--- src/rtl/interrupt_sequencer_pkg.sv ---
// Shared definitions for the interrupt sequencer: INTCON bit positions and
// sequencer state encodings.
package interrupt_sequencer_pkg;

    localparam int INTCON_GIE  = 7;
    localparam int INTCON_PEIE = 6;
    localparam int INTCON_T0IE = 5;
    localparam int INTCON_INTE = 4;
    localparam int INTCON_RBIE = 3;
    localparam int INTCON_T0IF = 2;
    localparam int INTCON_INTF = 1;
    localparam int INTCON_RBIF = 0;

    typedef enum logic [1:0] {
        ST_IDLE   = 2'd0,
        ST_FLUSH  = 2'd1,
        ST_VECTOR = 2'd2,
        ST_SLEEP  = 2'd3
    } seq_state_t;

endpackage

--- src/rtl/interrupt_sequencer_if.sv ---
// Core-side bundle of the interrupt sequencer: INTCON/PIR1/PIE1 view, instruction
// events and the PC/stack/flush controls it drives back into the core.
interface interrupt_sequencer_if #(
    parameter int PC_WIDTH = 13
);
    logic                instr_boundary;
    logic [7:0]          intcon;
    logic [7:0]          pir1;
    logic [7:0]          pie1;
    logic [PC_WIDTH-1:0] pc_in;
    logic                retfie_exec;
    logic                sleep_exec;

    logic                core_stall;
    logic                instr_flush_req;
    logic                stack_push;
    logic [PC_WIDTH-1:0] stack_push_data;
    logic                pc_vector_en;
    logic [PC_WIDTH-1:0] pc_vector_addr;
    logic                gie_clr;
    logic                gie_set;
    logic                in_isr;
    logic                asleep;

    modport master (
        output instr_boundary, intcon, pir1, pie1, pc_in, retfie_exec, sleep_exec,
        input  core_stall, instr_flush_req, stack_push, stack_push_data,
               pc_vector_en, pc_vector_addr, gie_clr, gie_set, in_isr, asleep
    );

    modport slave (
        input  instr_boundary, intcon, pir1, pie1, pc_in, retfie_exec, sleep_exec,
        output core_stall, instr_flush_req, stack_push, stack_push_data,
               pc_vector_en, pc_vector_addr, gie_clr, gie_set, in_isr, asleep
    );

endinterface

--- src/rtl/interrupt_sequencer_irq_pending_logic.sv ---
// Combinational interrupt request terms: pend ignores GIE (used for SLEEP wake),
// irq is pend qualified by GIE.
module interrupt_sequencer_irq_pending_logic
    import interrupt_sequencer_pkg::*;
(
    input  logic [7:0] i_intcon,
    input  logic [7:0] i_pir1,
    input  logic [7:0] i_pie1,
    output logic       o_pend,
    output logic       o_irq
);

    logic w_periph;

    assign w_periph = |(i_pir1 & i_pie1);

    assign o_pend = (i_intcon[INTCON_T0IE] & i_intcon[INTCON_T0IF])
                  | (i_intcon[INTCON_INTE] & i_intcon[INTCON_INTF])
                  | (i_intcon[INTCON_RBIE] & i_intcon[INTCON_RBIF])
                  | (i_intcon[INTCON_PEIE] & w_periph);

    assign o_irq = i_intcon[INTCON_GIE] & o_pend;

endmodule

--- src/rtl/interrupt_sequencer.sv ---
// Interrupt entry and SLEEP wake-up sequencer: injects a forced-NOP slot and a
// vectoring slot at an instruction boundary when an enabled interrupt is pending.
module interrupt_sequencer
    import interrupt_sequencer_pkg::*;
#(
    parameter int                  PC_WIDTH    = 13,
    parameter logic [PC_WIDTH-1:0] VECTOR_ADDR = 13'h0004,
    parameter int                  SLOT_CYCLES = 4
) (
    input  logic                 clk,
    input  logic                 rst,
    interrupt_sequencer_if.slave bus
);

    localparam int              PH_W    = $clog2(SLOT_CYCLES);
    localparam logic [PH_W-1:0] PH_ZERO = {PH_W{1'b0}};
    localparam logic [PH_W-1:0] PH_ONE  = PH_W'(1);
    localparam logic [PH_W-1:0] PH_LAST = PH_W'(SLOT_CYCLES - 1);

    seq_state_t          r_state;
    seq_state_t          w_state_nxt;
    logic [PH_W-1:0]     r_ph;
    logic [PH_W-1:0]     w_ph_nxt;
    logic [PC_WIDTH-1:0] r_push_data;
    logic                w_latch_pc;
    logic                r_in_isr;
    logic                w_in_isr_nxt;
    logic                r_core_stall;
    logic                r_flush;
    logic                r_push;
    logic                r_vector;
    logic                r_asleep;
    logic                w_pend;
    logic                w_irq;
    logic                w_gie;

    interrupt_sequencer_irq_pending_logic u_pending (
        .i_intcon (bus.intcon),
        .i_pir1   (bus.pir1),
        .i_pie1   (bus.pie1),
        .o_pend   (w_pend),
        .o_irq    (w_irq)
    );

    assign w_gie = bus.intcon[INTCON_GIE];

    // Next-state, slot counter, return-address capture and in_isr tracking
    always_comb begin
        w_state_nxt = r_state;
        w_ph_nxt    = r_ph + PH_ONE;
        w_latch_pc  = 1'b0;
        if (bus.retfie_exec && (r_state != ST_SLEEP)) begin
            w_in_isr_nxt = 1'b0;
        end else begin
            w_in_isr_nxt = r_in_isr;
        end
        case (r_state)
            ST_IDLE: begin
                w_ph_nxt = PH_ZERO;
                // GIE is sampled before any same-cycle RETFIE set takes effect
                if (bus.instr_boundary && w_irq) begin
                    w_latch_pc  = 1'b1;
                    w_state_nxt = ST_FLUSH;
                end else if (bus.sleep_exec) begin
                    w_state_nxt = ST_SLEEP;
                end else begin
                    w_state_nxt = ST_IDLE;
                end
            end
            ST_FLUSH: begin
                if (r_ph == PH_LAST) begin
                    w_state_nxt = ST_VECTOR;
                    w_ph_nxt    = PH_ZERO;
                end else begin
                    w_state_nxt = ST_FLUSH;
                end
            end
            ST_VECTOR: begin
                if (r_ph == PH_LAST) begin
                    w_state_nxt  = ST_IDLE;
                    w_ph_nxt     = PH_ZERO;
                    w_in_isr_nxt = 1'b1;
                end else begin
                    w_state_nxt = ST_VECTOR;
                end
            end
            ST_SLEEP: begin
                w_ph_nxt = PH_ZERO;
                if (w_pend) begin
                    if (w_gie) begin
                        w_latch_pc  = 1'b1;
                        w_state_nxt = ST_FLUSH;
                    end else begin
                        w_state_nxt = ST_IDLE;
                    end
                end else begin
                    w_state_nxt = ST_SLEEP;
                end
            end
            default: begin
                w_state_nxt = ST_IDLE;
                w_ph_nxt    = PH_ZERO;
            end
        endcase
    end

    // State, slot counter and outputs registered from the next-state decode
    always_ff @(posedge clk or posedge rst) begin
        if (rst) begin
            r_state      <= ST_IDLE;
            r_ph         <= PH_ZERO;
            r_push_data  <= {PC_WIDTH{1'b0}};
            r_in_isr     <= 1'b0;
            r_core_stall <= 1'b0;
            r_flush      <= 1'b0;
            r_push       <= 1'b0;
            r_vector     <= 1'b0;
            r_asleep     <= 1'b0;
        end else begin
            r_state      <= w_state_nxt;
            r_ph         <= w_ph_nxt;
            r_in_isr     <= w_in_isr_nxt;
            r_core_stall <= (w_state_nxt != ST_IDLE);
            r_flush      <= (w_state_nxt == ST_FLUSH);
            r_push       <= (w_state_nxt == ST_VECTOR) && (w_ph_nxt == PH_ZERO);
            r_vector     <= (w_state_nxt == ST_VECTOR) && (w_ph_nxt == PH_ONE);
            r_asleep     <= (w_state_nxt == ST_SLEEP);
            if (w_latch_pc) begin
                r_push_data <= bus.pc_in;
            end else begin
                r_push_data <= r_push_data;
            end
        end
    end

    assign bus.core_stall      = r_core_stall;
    assign bus.instr_flush_req = r_flush;
    assign bus.stack_push      = r_push;
    assign bus.stack_push_data = r_push_data;
    assign bus.pc_vector_en    = r_vector;
    assign bus.gie_clr         = r_vector;
    assign bus.pc_vector_addr  = VECTOR_ADDR;
    assign bus.in_isr          = r_in_isr;
    assign bus.asleep          = r_asleep;
    // RETFIE sets GIE in the cycle it executes so the INTCON write lands at the edge
    assign bus.gie_set         = bus.retfie_exec && (r_state != ST_SLEEP) && !rst;

endmodule

--- src/flat_wrapper.sv ---
// flat-port wrapper written by rule: the top's interface ports become plain ports
module interrupt_sequencer_flat import interrupt_sequencer_pkg::*;
#(
    parameter int                  PC_WIDTH    = 13,
    parameter logic [PC_WIDTH-1:0] VECTOR_ADDR = 13'h0004,
    parameter int                  SLOT_CYCLES = 4
)
  (clk, rst, bus_instr_boundary, bus_intcon, bus_pir1, bus_pie1, bus_pc_in, bus_retfie_exec, bus_sleep_exec, bus_core_stall, bus_instr_flush_req, bus_stack_push, bus_stack_push_data, bus_pc_vector_en, bus_pc_vector_addr, bus_gie_clr, bus_gie_set, bus_in_isr, bus_asleep);
  interrupt_sequencer_if #(.PC_WIDTH(PC_WIDTH)) bus_i ();
  input  logic clk;
  input  logic rst;
  input wire logic [$bits(bus_i.instr_boundary)-1:0] bus_instr_boundary;
  input wire logic [$bits(bus_i.intcon)-1:0] bus_intcon;
  input wire logic [$bits(bus_i.pir1)-1:0] bus_pir1;
  input wire logic [$bits(bus_i.pie1)-1:0] bus_pie1;
  input wire logic [$bits(bus_i.pc_in)-1:0] bus_pc_in;
  input wire logic [$bits(bus_i.retfie_exec)-1:0] bus_retfie_exec;
  input wire logic [$bits(bus_i.sleep_exec)-1:0] bus_sleep_exec;
  output wire logic [$bits(bus_i.core_stall)-1:0] bus_core_stall;
  output wire logic [$bits(bus_i.instr_flush_req)-1:0] bus_instr_flush_req;
  output wire logic [$bits(bus_i.stack_push)-1:0] bus_stack_push;
  output wire logic [$bits(bus_i.stack_push_data)-1:0] bus_stack_push_data;
  output wire logic [$bits(bus_i.pc_vector_en)-1:0] bus_pc_vector_en;
  output wire logic [$bits(bus_i.pc_vector_addr)-1:0] bus_pc_vector_addr;
  output wire logic [$bits(bus_i.gie_clr)-1:0] bus_gie_clr;
  output wire logic [$bits(bus_i.gie_set)-1:0] bus_gie_set;
  output wire logic [$bits(bus_i.in_isr)-1:0] bus_in_isr;
  output wire logic [$bits(bus_i.asleep)-1:0] bus_asleep;
  assign bus_i.instr_boundary = bus_instr_boundary;
  assign bus_i.intcon = bus_intcon;
  assign bus_i.pir1 = bus_pir1;
  assign bus_i.pie1 = bus_pie1;
  assign bus_i.pc_in = bus_pc_in;
  assign bus_i.retfie_exec = bus_retfie_exec;
  assign bus_i.sleep_exec = bus_sleep_exec;
  assign bus_core_stall = bus_i.core_stall;
  assign bus_instr_flush_req = bus_i.instr_flush_req;
  assign bus_stack_push = bus_i.stack_push;
  assign bus_stack_push_data = bus_i.stack_push_data;
  assign bus_pc_vector_en = bus_i.pc_vector_en;
  assign bus_pc_vector_addr = bus_i.pc_vector_addr;
  assign bus_gie_clr = bus_i.gie_clr;
  assign bus_gie_set = bus_i.gie_set;
  assign bus_in_isr = bus_i.in_isr;
  assign bus_asleep = bus_i.asleep;
  interrupt_sequencer #(.PC_WIDTH(PC_WIDTH), .VECTOR_ADDR(VECTOR_ADDR), .SLOT_CYCLES(SLOT_CYCLES)) u_core (.clk(clk), .rst(rst), .bus(bus_i));
endmodule
--- config.mk ---
export PLATFORM = sky130hd
export DESIGN_NAME = interrupt_sequencer_flat
export DESIGN_NICKNAME = d
export VERILOG_FILES = /design/src/rtl/interrupt_sequencer_pkg.sv /design/src/rtl/interrupt_sequencer_if.sv /design/src/rtl/interrupt_sequencer_irq_pending_logic.sv /design/src/rtl/interrupt_sequencer.sv /design/src/flat_wrapper.sv
export SDC_FILE = /design/constraint.sdc
export NUM_CORES = 1
export LEC_CHECK = 0
export BUFFER_PORTS_ARGS = -buffer_cell sky130_fd_sc_hd__buf_2
export CORE_ASPECT_RATIO = 1.75
export CORE_UTILIZATION = 30
export CTS_CLUSTER_DIAMETER = 40
export DETAILED_ROUTE_END_ITERATION = 6
export HOLD_SLACK_MARGIN = 0.1
export PLACE_DENSITY = 0.69
export SYNTH_ARGS = -nofsm -noshare
export SYNTH_HDL_FRONTEND = slang
export SYNTH_SLANG_ARGS = --single-unit
--- constraint.sdc ---
create_clock -name clk -period 2.8 [get_ports clk]
set_clock_uncertainty 0.1 [all_clocks]
set_input_delay 0 -clock clk [delete_from_list [all_inputs] [get_ports clk]]
set_output_delay 0 -clock clk [all_outputs]
set_load 0.005 [all_outputs]
==> reports/metrics.csv, run 1 <==
stage;metric;value;unit
layout;ant diodes;0;
floorplan;Die Area;4292;sq um
grt;pin count of the biggest net entering global routing;24;
floorplan;die height;85.93;um
power;Power Internal;901.9;uW
timing;Max Slew Vio Count;0;
floorplan;Die Width;49.96;um
synth;ys flop type;dfrtp_1;
detailed_routing;DRT antenna net count;0;
power;maximum vdd ir drop;401.8;uV
synth;warnings from Yosys;0;
worst_setup_path;Arr. time, crit path;1.90;ns
timing;worst slew pin tran;0.8213;ns
synth;Seq cells post-synth;23;
layout;Final Non-Filler Cells;227;
clock_network;Reg clk slew, reported paths;0.07;ns
worst_setup_path;worst path required time;2.84;ns
floorplan;I/O pin count;76;
synth;Mean Syn Cell Area;11.95;sq um
worst_setup_path;crit path launch type;register;
worst_setup_path;crit end category;register;
grt;GR Util All Layers;0.1087;
timing;fmax;536.0;MHz
floorplan;Starting Density;0.3123;
timing;Final period util;0.6663;
power;Gate power share;0.450;
timing;endpoints failing hold;0;
synth;EDFF count, synth;0;
worst_hold_path;HP Class;in -> reg;
power;P_sw;434.2;uW
timing;endpoints failing setup;0;
grt;first-pass GRT wire length;3.698;mm
worst_setup_path;CP Class;reg -> reg;
power;PD cells;782.3;nW/um^2
grt;grt total ovfl;0;
synth;Mapped Area;1207;sq um
placement;placed insts;207;
power;Clock power frac;0.143;
synth;Mapped Cells;101;
layout;P&R area growth vs syn;41.45;%
worst_setup_path;CP Max Fanout;13;
timing;RSZ-0062 raised after global routing;no;
timing;hold_ws;0.1324;ns
grt;vias in the first global route;908;
clock_network;CTS max path bufs;2;
layout;Net count, final;228;
placement;GP Congestion;0.6685;
timing;Final min period;1.866;ns
floorplan;Core Region;3866;sq um
layout;Filler cells;362;
clock_network;CTS Buf Count;3;
clock_network;CTS tree;built;
floorplan;row cnt;30;
clock_network;Clock Sinks;23;
detailed_routing;drt drc;0;
detailed_routing;via/cell ratio;4.339;
timing;Setup Total Neg Slack;0;ns
detailed_routing;TritonRoute pass-1 iters;4;
detailed_routing;1st-iter DRT viols;11;
power;Sequential Power Share;0.407;
placement;IO buf count;62;
detailed_routing;final WL;2.385;mm
clock_network;CTS Root Cell;clkbuf_8;
clock_network;clk_lat worst skew;0.25;ns
power;Net Sw Frac;0.3250;
status;status;finished, final reports clean;
synth;Netlist cell types;30;
grt;antenna violations before repair;0;
synth;Post-synth ARST share;1.000;
clock_network;PostCTS Resize Cnt;0;
detailed_routing;Vias;985;
layout;fraction of layout cells with a size suffix above 1;0.4581;
synth;post-synthesis sequential area ratio;0.4767;
placement;hpwl dp;1.975;mm
timing;relative slew slack;0.4519;
clock_network;htree depth;1;
flow_run;max-cap violations;0;
detailed_routing;DR WL/cell;10.51;um
power;Lkg Pwr;0.8901;nW
-- final timing paths --
path                                         from                            end  slack [ns]  cells after the start
worst max-delay path            u_core.r_state[0]  u_core.bus.stack_push_data[0]        0.93                      5
worst min register to register  u_core.bus.in_isr              u_core.bus.in_isr        0.39                      1
worst min-delay path                bus_intcon[6]     u_core.bus.instr_flush_req        0.13                      4
max in group asynchronous                     rst  u_core.bus.stack_push_data[5]        1.73                      3
min in group asynchronous                     rst  u_core.bus.stack_push_data[4]        0.37                      3
worst max register to register  u_core.r_state[0]  u_core.bus.stack_push_data[0]        0.93                      5
-- power by group through the flow --
stage / logic (mW) / clock network, mW / registers (mW)
finish: 0.601 / 0.192 / 0.543
global route: 0.668 / 0.214 / 0.560
CTS: 0.611 / 0.198 / 0.543
detailed placement: 0.593 / 0 / 0.551
global placement: 0.571 / 0 / 0.549
floorplan: 0.370 / 0 / 0.562
-- layer usage --
layer	track usage	up-vias	wire length, um
li1	-	483	-
met1	0.1154	448	957
met2	0.2174	54	1284
met3	0.01418	0	143
met4	0.02338	0	0
met5	0	-	0
-- cells by family after synthesis --
kind of cell	after synthesis	synth area share
AO/OA/AOI/OAI	20	0.1492
adder cells (fa/ha/maj)	6	0.06217
buffers and inverters	22	0.1181
flip-flops	23	0.4767
multiplexers	14	0.1295
other	2	0.006220
AND/OR/NAND/NOR	14	0.05803
-- through the flow --
step | setup WS [ns] | area, sq um | power (mW) | util
floorplan | 1.167 | 1249 | 0.9322 | -
global placement | 0.7826 | 1503 | 1.120 | 0.3887
global route | 0.7872 | 1708 | 1.443 | 0.4417
finish | 0.9345 | 1708 | 1.336 | 0.4417
detailed placement | 0.7489 | 1503 | 1.144 | 0.3887
CTS | 0.9152 | 1708 | 1.352 | 0.4417
-- critical path, stage by stage, from the launching register on --
cell	delay (ns)
dfrtp_1	0.39
inv_1	0.09
ha_1	0.34
nor2_1	0.14
o211ai_2	0.31
mux2_2	0.38
-- placed cells by master, fill, tap and decap left out, drive strengths merged --
cell type	Yosys	layout
a21oi	1	1
mux2	13	13
a22o	5	5
o22a	1	1
a222oi	1	1
o41a	1	1
conb	2	13
ha	6	6
dlygate4sd3	0	16
nand2	4	4
o21a	1	1
inv	7	7
dfrtp	23	23
nand2b	1	1
o211ai	3	3
nor2	3	3
a2111oi	2	2
a21boi	1	1
mux2i	1	1
and2	2	2
nor4	1	1
clkbuf	0	4
a21bo	1	1
a221oi	1	1
nand3	1	1
nand3b	1	1
buf	15	62
o21ai	2	2
and3	1	1
-- layout make-up --
| class | count | area (sq um) | share of cell area |
|---|---|---|---|
| inverters | 7 | 26.28 | 0.01538 |
| clock buffers | 4 | 45.04 | 0.02637 |
| flip-flops and latches | 23 | 575.6 | 0.3370 |
| well taps | 48 | 60.06 | 0.03516 |
| repair buffers | 78 | 470.5 | 0.2755 |
| multi-input cells | 67 | 530.5 | 0.3106 |
-- registers in the layout (all words and copies together) (netlist names) --
register	count
u_core.bus.instr_flush_req	1
u_core.bus.stack_push	1
u_core.bus.core_stall	1
u_core.r_state	2
u_core.bus.in_isr	1
u_core.r_ph	2
u_core.bus.gie_clr	1
u_core.bus.stack_push_data	13
u_core.bus.asleep	1
-- Yosys cell counts, drive strengths merged (2+ instances only) --
cell	instances	area, sq um
conb	2	7.510
mux2	13	146.4
o21ai	2	10.00
nand2	4	15.01
buf	15	116.4
and2	2	12.51
inv	7	26.28
a2111oi	2	30.03
o211ai	3	27.52
a22o	5	43.79
nor2	3	11.26
dfrtp	23	575.6
ha	6	75.07
-- what timing repair did --
item | in CTS | in global routing
hold buffers | 16 | 0
endpoints found under the hold margin | 41 | 0
buffers inserted | 0 | 0
(Power assumes the default switching activity.)
==> inputs of run 2 (changes only) <==
Clock period 2.8 ns to 1.9 ns, I/O delays scaled along.
==> reports/metrics.csv, run 2 (synthesis results as in run 1) <==
stage;metric;value;unit
status;status;finished, final reports clean;
power;maximum vdd ir drop;674.1;uV
placement;IO buf count;62;
detailed_routing;final WL;2.362;mm
grt;grt total ovfl;0;
grt;first-pass GRT wire length;3.843;mm
clock_network;htree depth;1;
floorplan;Core Region;3866;sq um
clock_network;CTS Buf Count;3;
layout;fin util;0.4511;
timing;Setup Total Neg Slack;0;ns
clock_network;clk_lat worst skew;0.25;ns
worst_setup_path;CP startpoint;u_core.r_state[0];
worst_setup_path;Critical R2R Launch;u_core.r_state[0];
worst_setup_path;CP Class;reg -> reg;
grt;vias in the first global route;977;
timing;setup ws final;0.1728;ns
layout;ant diodes;0;
layout;most frequent cells in the layout;buf_2, dfrtp_1, dlygate4sd3_1;
layout;fraction of layout cells with a size suffix above 1;0.4725;
power;PD cells;1139;nW/um^2
worst_setup_path;worst path required time;1.94;ns
floorplan;die height;85.93;um
floorplan;Die Area;4292;sq um
layout;P&R area growth vs syn;44.46;%
clock_network;Clock Sinks;23;
detailed_routing;via/cell ratio;4.396;
worst_setup_path;CP Max Fanout;13;
detailed_routing;drt drc;0;
placement;hpwl dp;2.006;mm
detailed_routing;TritonRoute pass-1 iters;4;
power;Pwr Total;1.987;mW
worst_setup_path;crit path launch type;register;
layout;Net count, final;231;
layout;most common cell after layout, fill and taps aside;buf_2;
timing;fmax;579.0;MHz
detailed_routing;DR WL/cell;10.27;um
timing;endpoints failing setup;0;
placement;DP Worst Slack;0.1400;ns
placement;placed insts;210;
placement;GP Congestion;0.6796;
layout;max reg flops;13;
floorplan;Starting Density;0.3123;
timing;endpoints failing hold;0;
worst_hold_path;Hold Startpoint;bus_intcon[6];
power;Lkg Pwr;0.9131;nW
detailed_routing;1st-iter DRT viols;19;
floorplan;row cnt;30;
detailed_routing;DRT antenna net count;0;
clock_network;Reg clk slew, reported paths;0.07;ns
floorplan;I/O pin count;76;
clock_network;CTS tree;built;
detailed_routing;Vias;1011;
timing;Max Slew Vio Count;0;
worst_hold_path;HP Class;in -> reg;
worst_setup_path;Arr. time, crit path;1.76;ns
timing;Final min period;1.727;ns
clock_network;hold_buf cts;16;
clock_network;Setup Fix Bufs, Post-CTS;0;
layout;Final Non-Filler Cells;230;
clock_network;PostCTS Resize Cnt;0;
timing;RSZ-0062 raised after global routing;no;
timing;Final period util;0.9091;
grt;antenna violations before repair;0;
grt;GR Util All Layers;0.1112;
worst_setup_path;crit end category;register;
clock_network;CTS max path bufs;2;
flow_run;max-cap violations;0;
clock_network;CTS Root Cell;clkbuf_8;
layout;Filler cells;344;
grt;pin count of the biggest net entering global routing;24;
floorplan;Die Width;49.96;um
run 2: worst max-delay path: stages, from the launching register on:
cell	delay [ns]
dfrtp_1	0.38
inv_1	0.09
ha_1	0.34
nor2_1	0.14
o211ai_2	0.13
buf_12	0.16
mux2_2	0.27
run 2: worst paths after layout:
path / to / slack [ns] / cells past startpoint
setup / recovery: u_core.bus.stack_push_data[0] / 0.17 / 6
hold / removal: u_core.bus.instr_flush_req / 0.13 / 4
setup reg to reg: u_core.bus.stack_push_data[0] / 0.17 / 6
hold reg to reg: u_core.bus.in_isr / 0.40 / 1
max in group asynchronous: u_core.r_state[0] / 1.25 / 4
min in group asynchronous: u_core.bus.stack_push_data[4] / 0.23 / 4
run 2: area by class of cell:
class,count,area [sq um],share of cell area
multi-input combinational,67,530.5,0.3042
clock inverter,1,5.005,0.002869
tap,48,60.06,0.03443
clock buffer,3,41.29,0.02367
sequential,23,575.6,0.3300
inverter,7,26.28,0.01506
timing repair buffer,81,505.5,0.2898
run 2: power by group:
part	leakage (nW)	internal, mW	switching (mW)
combinational	0.603	0.490	0.414
clock	0.0255	0.145	0.134
sequential	0.285	0.709	0.0947
run 2: per-stage QoR:
stage                     hold WS (ns)  area, sq um
after CTS                       0.1227         1744
after global placement        -0.03466         1538
after global routing            0.1708         1744
after floorplan               -0.09808         1249
final                           0.1296         1744
after detailed placement      -0.03666         1538
run 2: layer usage:
layer,vias up,routed length (um),GRT usage
met5,-,0,0
li1,496,-,-
met4,0,0,0.01558
met2,56,1319,0.2396
met1,459,855,0.1064
met3,0,187,0.01418
==> inputs of run 3 (changes only) <==
Settings changed: ABC_AREA set to 1, PLACE_DENSITY 0.69 to 0.67.
==> reports/metrics.csv, run 3 <==
stage;metric;value;unit
placement;placed insts;253;
placement;DP Worst Slack;0.09704;ns
worst_hold_path;HP Class;in -> reg;
power;Lkg Pwr;1.065;nW
detailed_routing;met2 wire len;1.491;mm
layout;fin util;0.4447;
synth;Post-synth ARST share;1.000;
timing;Final period util;0.9043;
synth;Netlist cell types;25;
grt;antenna violations before repair;0;
detailed_routing;drt drc;0;
layout;Final Non-Filler Cells;276;
floorplan;I/O pin count;76;
synth;Mean Syn Cell Area;9.082;sq um
layout;most common cell after layout, fill and taps aside;buf_2;
grt;vias in the first global route;1064;
layout;Final Cell Area;1863;sq um
floorplan;Core Region;4189;sq um
layout;fraction of layout cells with a size suffix above 1;0.4670;
worst_setup_path;CP Max Fanout;13;
timing;worst slew pin tran;0.8807;ns
placement;IO buf count;62;
detailed_routing;DRT antenna net count;0;
clock_network;CTS Buf Count;3;
layout;P&R area growth vs syn;39.55;%
power;maximum vdd ir drop;654.9;uV
synth;Post-synth top cells;nand2_1, dfrtp_1, inv_1;
worst_setup_path;CP Class;reg -> reg;
timing;fmax;582.0;MHz
clock_network;CTS Root Cell;clkbuf_8;
clock_network;CTS max path bufs;2;
power;Net Sw Frac;0.3889;
power;PD cells;1138;nW/um^2
timing;setup ws final;0.1817;ns
power;Gate power share;0.478;
timing;hold_ws;0.09842;ns
flow_run;max-cap violations;0;
worst_setup_path;crit path launch type;register;
detailed_routing;max layer used;met4;
power;P_sw;824.3;uW
floorplan;die height;90.25;um
detailed_routing;Vias;1119;
synth;Seq cells post-synth;23;
clock_network;CTS tree;built;
detailed_routing;DR WL/cell;10.10;um
worst_setup_path;crit path max-delay cell type;dfrtp_1;
synth;EDFF count, synth;0;
detailed_routing;TritonRoute pass-1 iters;3;
placement;placed inst area;1617;sq um
clock_network;Reg clk slew, reported paths;0.09;ns
layout;most frequent cells in the layout;buf_2, nand2_1, dfrtp_1;
timing;relative slew slack;0.4122;
floorplan;row cnt;31;
clock_network;Setup Fix Bufs, Post-CTS;0;
timing;endpoints failing setup;0;
synth;ys flop type;dfrtp_1;
power;Power Internal;1.295;mW
timing;Setup Total Neg Slack;0;ns
layout;Net count, final;276;
timing;Final min period;1.718;ns
timing;endpoints failing hold;0;
grt;pin count of the biggest net entering global routing;27;
placement;GP Congestion;0.7092;
floorplan;Die Width;52.43;um
placement;hpwl dp;1.954;mm
status;status;finished, final reports clean;
worst_setup_path;crit-path cells;inv_1 > ha_1 > nor2_2 > nand3_4 > nand2_2 > o21ai_2;
worst_setup_path;worst path required time;1.95;ns
worst_setup_path;Critical Path Max Stage Delay;0.39;ns
detailed_routing;M1 WL;1.065;mm
timing;RSZ-0062 raised after global routing;no;
clock_network;clk_lat worst skew;0.26;ns
power;Clock power frac;0.144;
clock_network;Clock Sinks;23;
synth;warnings from Yosys;0;
worst_setup_path;Arr. time, crit path;1.77;ns
synth;Mapped Area;1335;sq um
layout;max reg flops;13;
synth;post-synthesis sequential area ratio;0.4311;
synth;Mapped Cells;147;
layout;Filler cells;419;
detailed_routing;1st-iter DRT viols;12;
detailed_routing;via/cell ratio;4.054;
timing;Max Slew Vio Count;0;
power;Pwr Total;2.120;mW
floorplan;Die Area;4731;sq um
synth;most frequent cell after synthesis;nand2_1;
worst_setup_path;crit end category;register;
floorplan;Starting Density;0.3187;
grt;GR Util All Layers;0.1224;
synth;post-synth top area share;0.4311;
clock_network;htree depth;1;
grt;first-pass GRT wire length;4.402;mm
detailed_routing;met3 WL post-DR;215;um
detailed_routing;final WL;2.788;mm
synth;Synth area leaders;dfrtp_1, nand2_1, o21ai_2;
grt;grt total ovfl;0;
synth;area leader, netlist;dfrtp_1;
power;Sequential Power Share;0.378;
layout;ant diodes;0;
[run 3: cell count changes after synthesis, moves of 3 or more]
cell     change
nand2_1     +27
inv_2        +4
nand2_4      +3
o21ai_2     +13
nor2_2       +3
a22o_1       -5
inv_1       +12
mux2_2      -13
nand2_2     +11
[run 3: final timing paths]
kind / start / endpoint / slack [ns] / cells past startpoint
worst max register to register: u_core.r_state[0] / u_core.bus.stack_push_data[4] / 0.18 / 6
max in group asynchronous: rst / u_core.r_ph[0] / 0.77 / 3
worst min-delay path: bus_intcon[7] / u_core.bus.stack_push_data[3] / 0.1 / 3
worst min register to register: u_core.r_ph[0] / u_core.r_ph[0] / 0.38 / 1
min in group asynchronous: rst / u_core.bus.stack_push / 0.39 / 3
worst max-delay path: u_core.r_state[0] / u_core.bus.stack_push_data[4] / 0.18 / 6
[run 3: power groups by stage]
| stage | sequential (mW) | clock, mW | combinational, mW |
|---|---|---|---|
| 3_5_place_dp | 0.811 | 0 | 0.969 |
| 6_report | 0.802 | 0.305 | 1.01 |
| 3_3_place_gp | 0.812 | 0 | 0.943 |
| 5_1_grt | 0.833 | 0.338 | 1.15 |
| 2_1_floorplan | 0.821 | 0 | 0.678 |
| 4_1_cts | 0.805 | 0.318 | 0.999 |
[run 3: cell type report]
type	count	area (sq um)	area share
timing repair buffer	80	490.5	0.2633
clock buffer	3	41.29	0.02216
clock inverter	1	5.005	0.002686
inverter	23	86.33	0.04634
multi-input combinational	97	603.1	0.3237
sequential	23	575.6	0.3089
tap	49	61.31	0.03291
[run 3: routing by layer]
layer | up-vias | GRT usage
met5 | - | 0
met4 | 0 | 0.04605
met3 | 2 | 0.01692
met2 | 57 | 0.2184
met1 | 481 | 0.1393
li1 | 579 | -
[run 3: repair_timing]
action | in CTS | in global routing
gates resized for setup | 0 | 2
hold endpoints to repair | 44 | 0
hold buffers | 18 | 0
setup endpoints to repair | 0 | 7
[run 3: worst max-delay path: cells and delay by family, from the launching register on]
family | cells | cell delay [ns]
and+or+nand+nor | 3 | 0.65
DFF | 1 | 0.39
AOI/OAI and AO/OA | 1 | 0.05
buffers and inverters | 1 | 0.09
adders and majority gates | 1 | 0.33
[run 3: cell families after synthesis]
family,synth area share
other cells,0.005625
simple gates,0.2306
flops,0.4311
fa+ha+maj,0.05623
buf+inv,0.1631
compound gates,0.1059
mux,0.007498
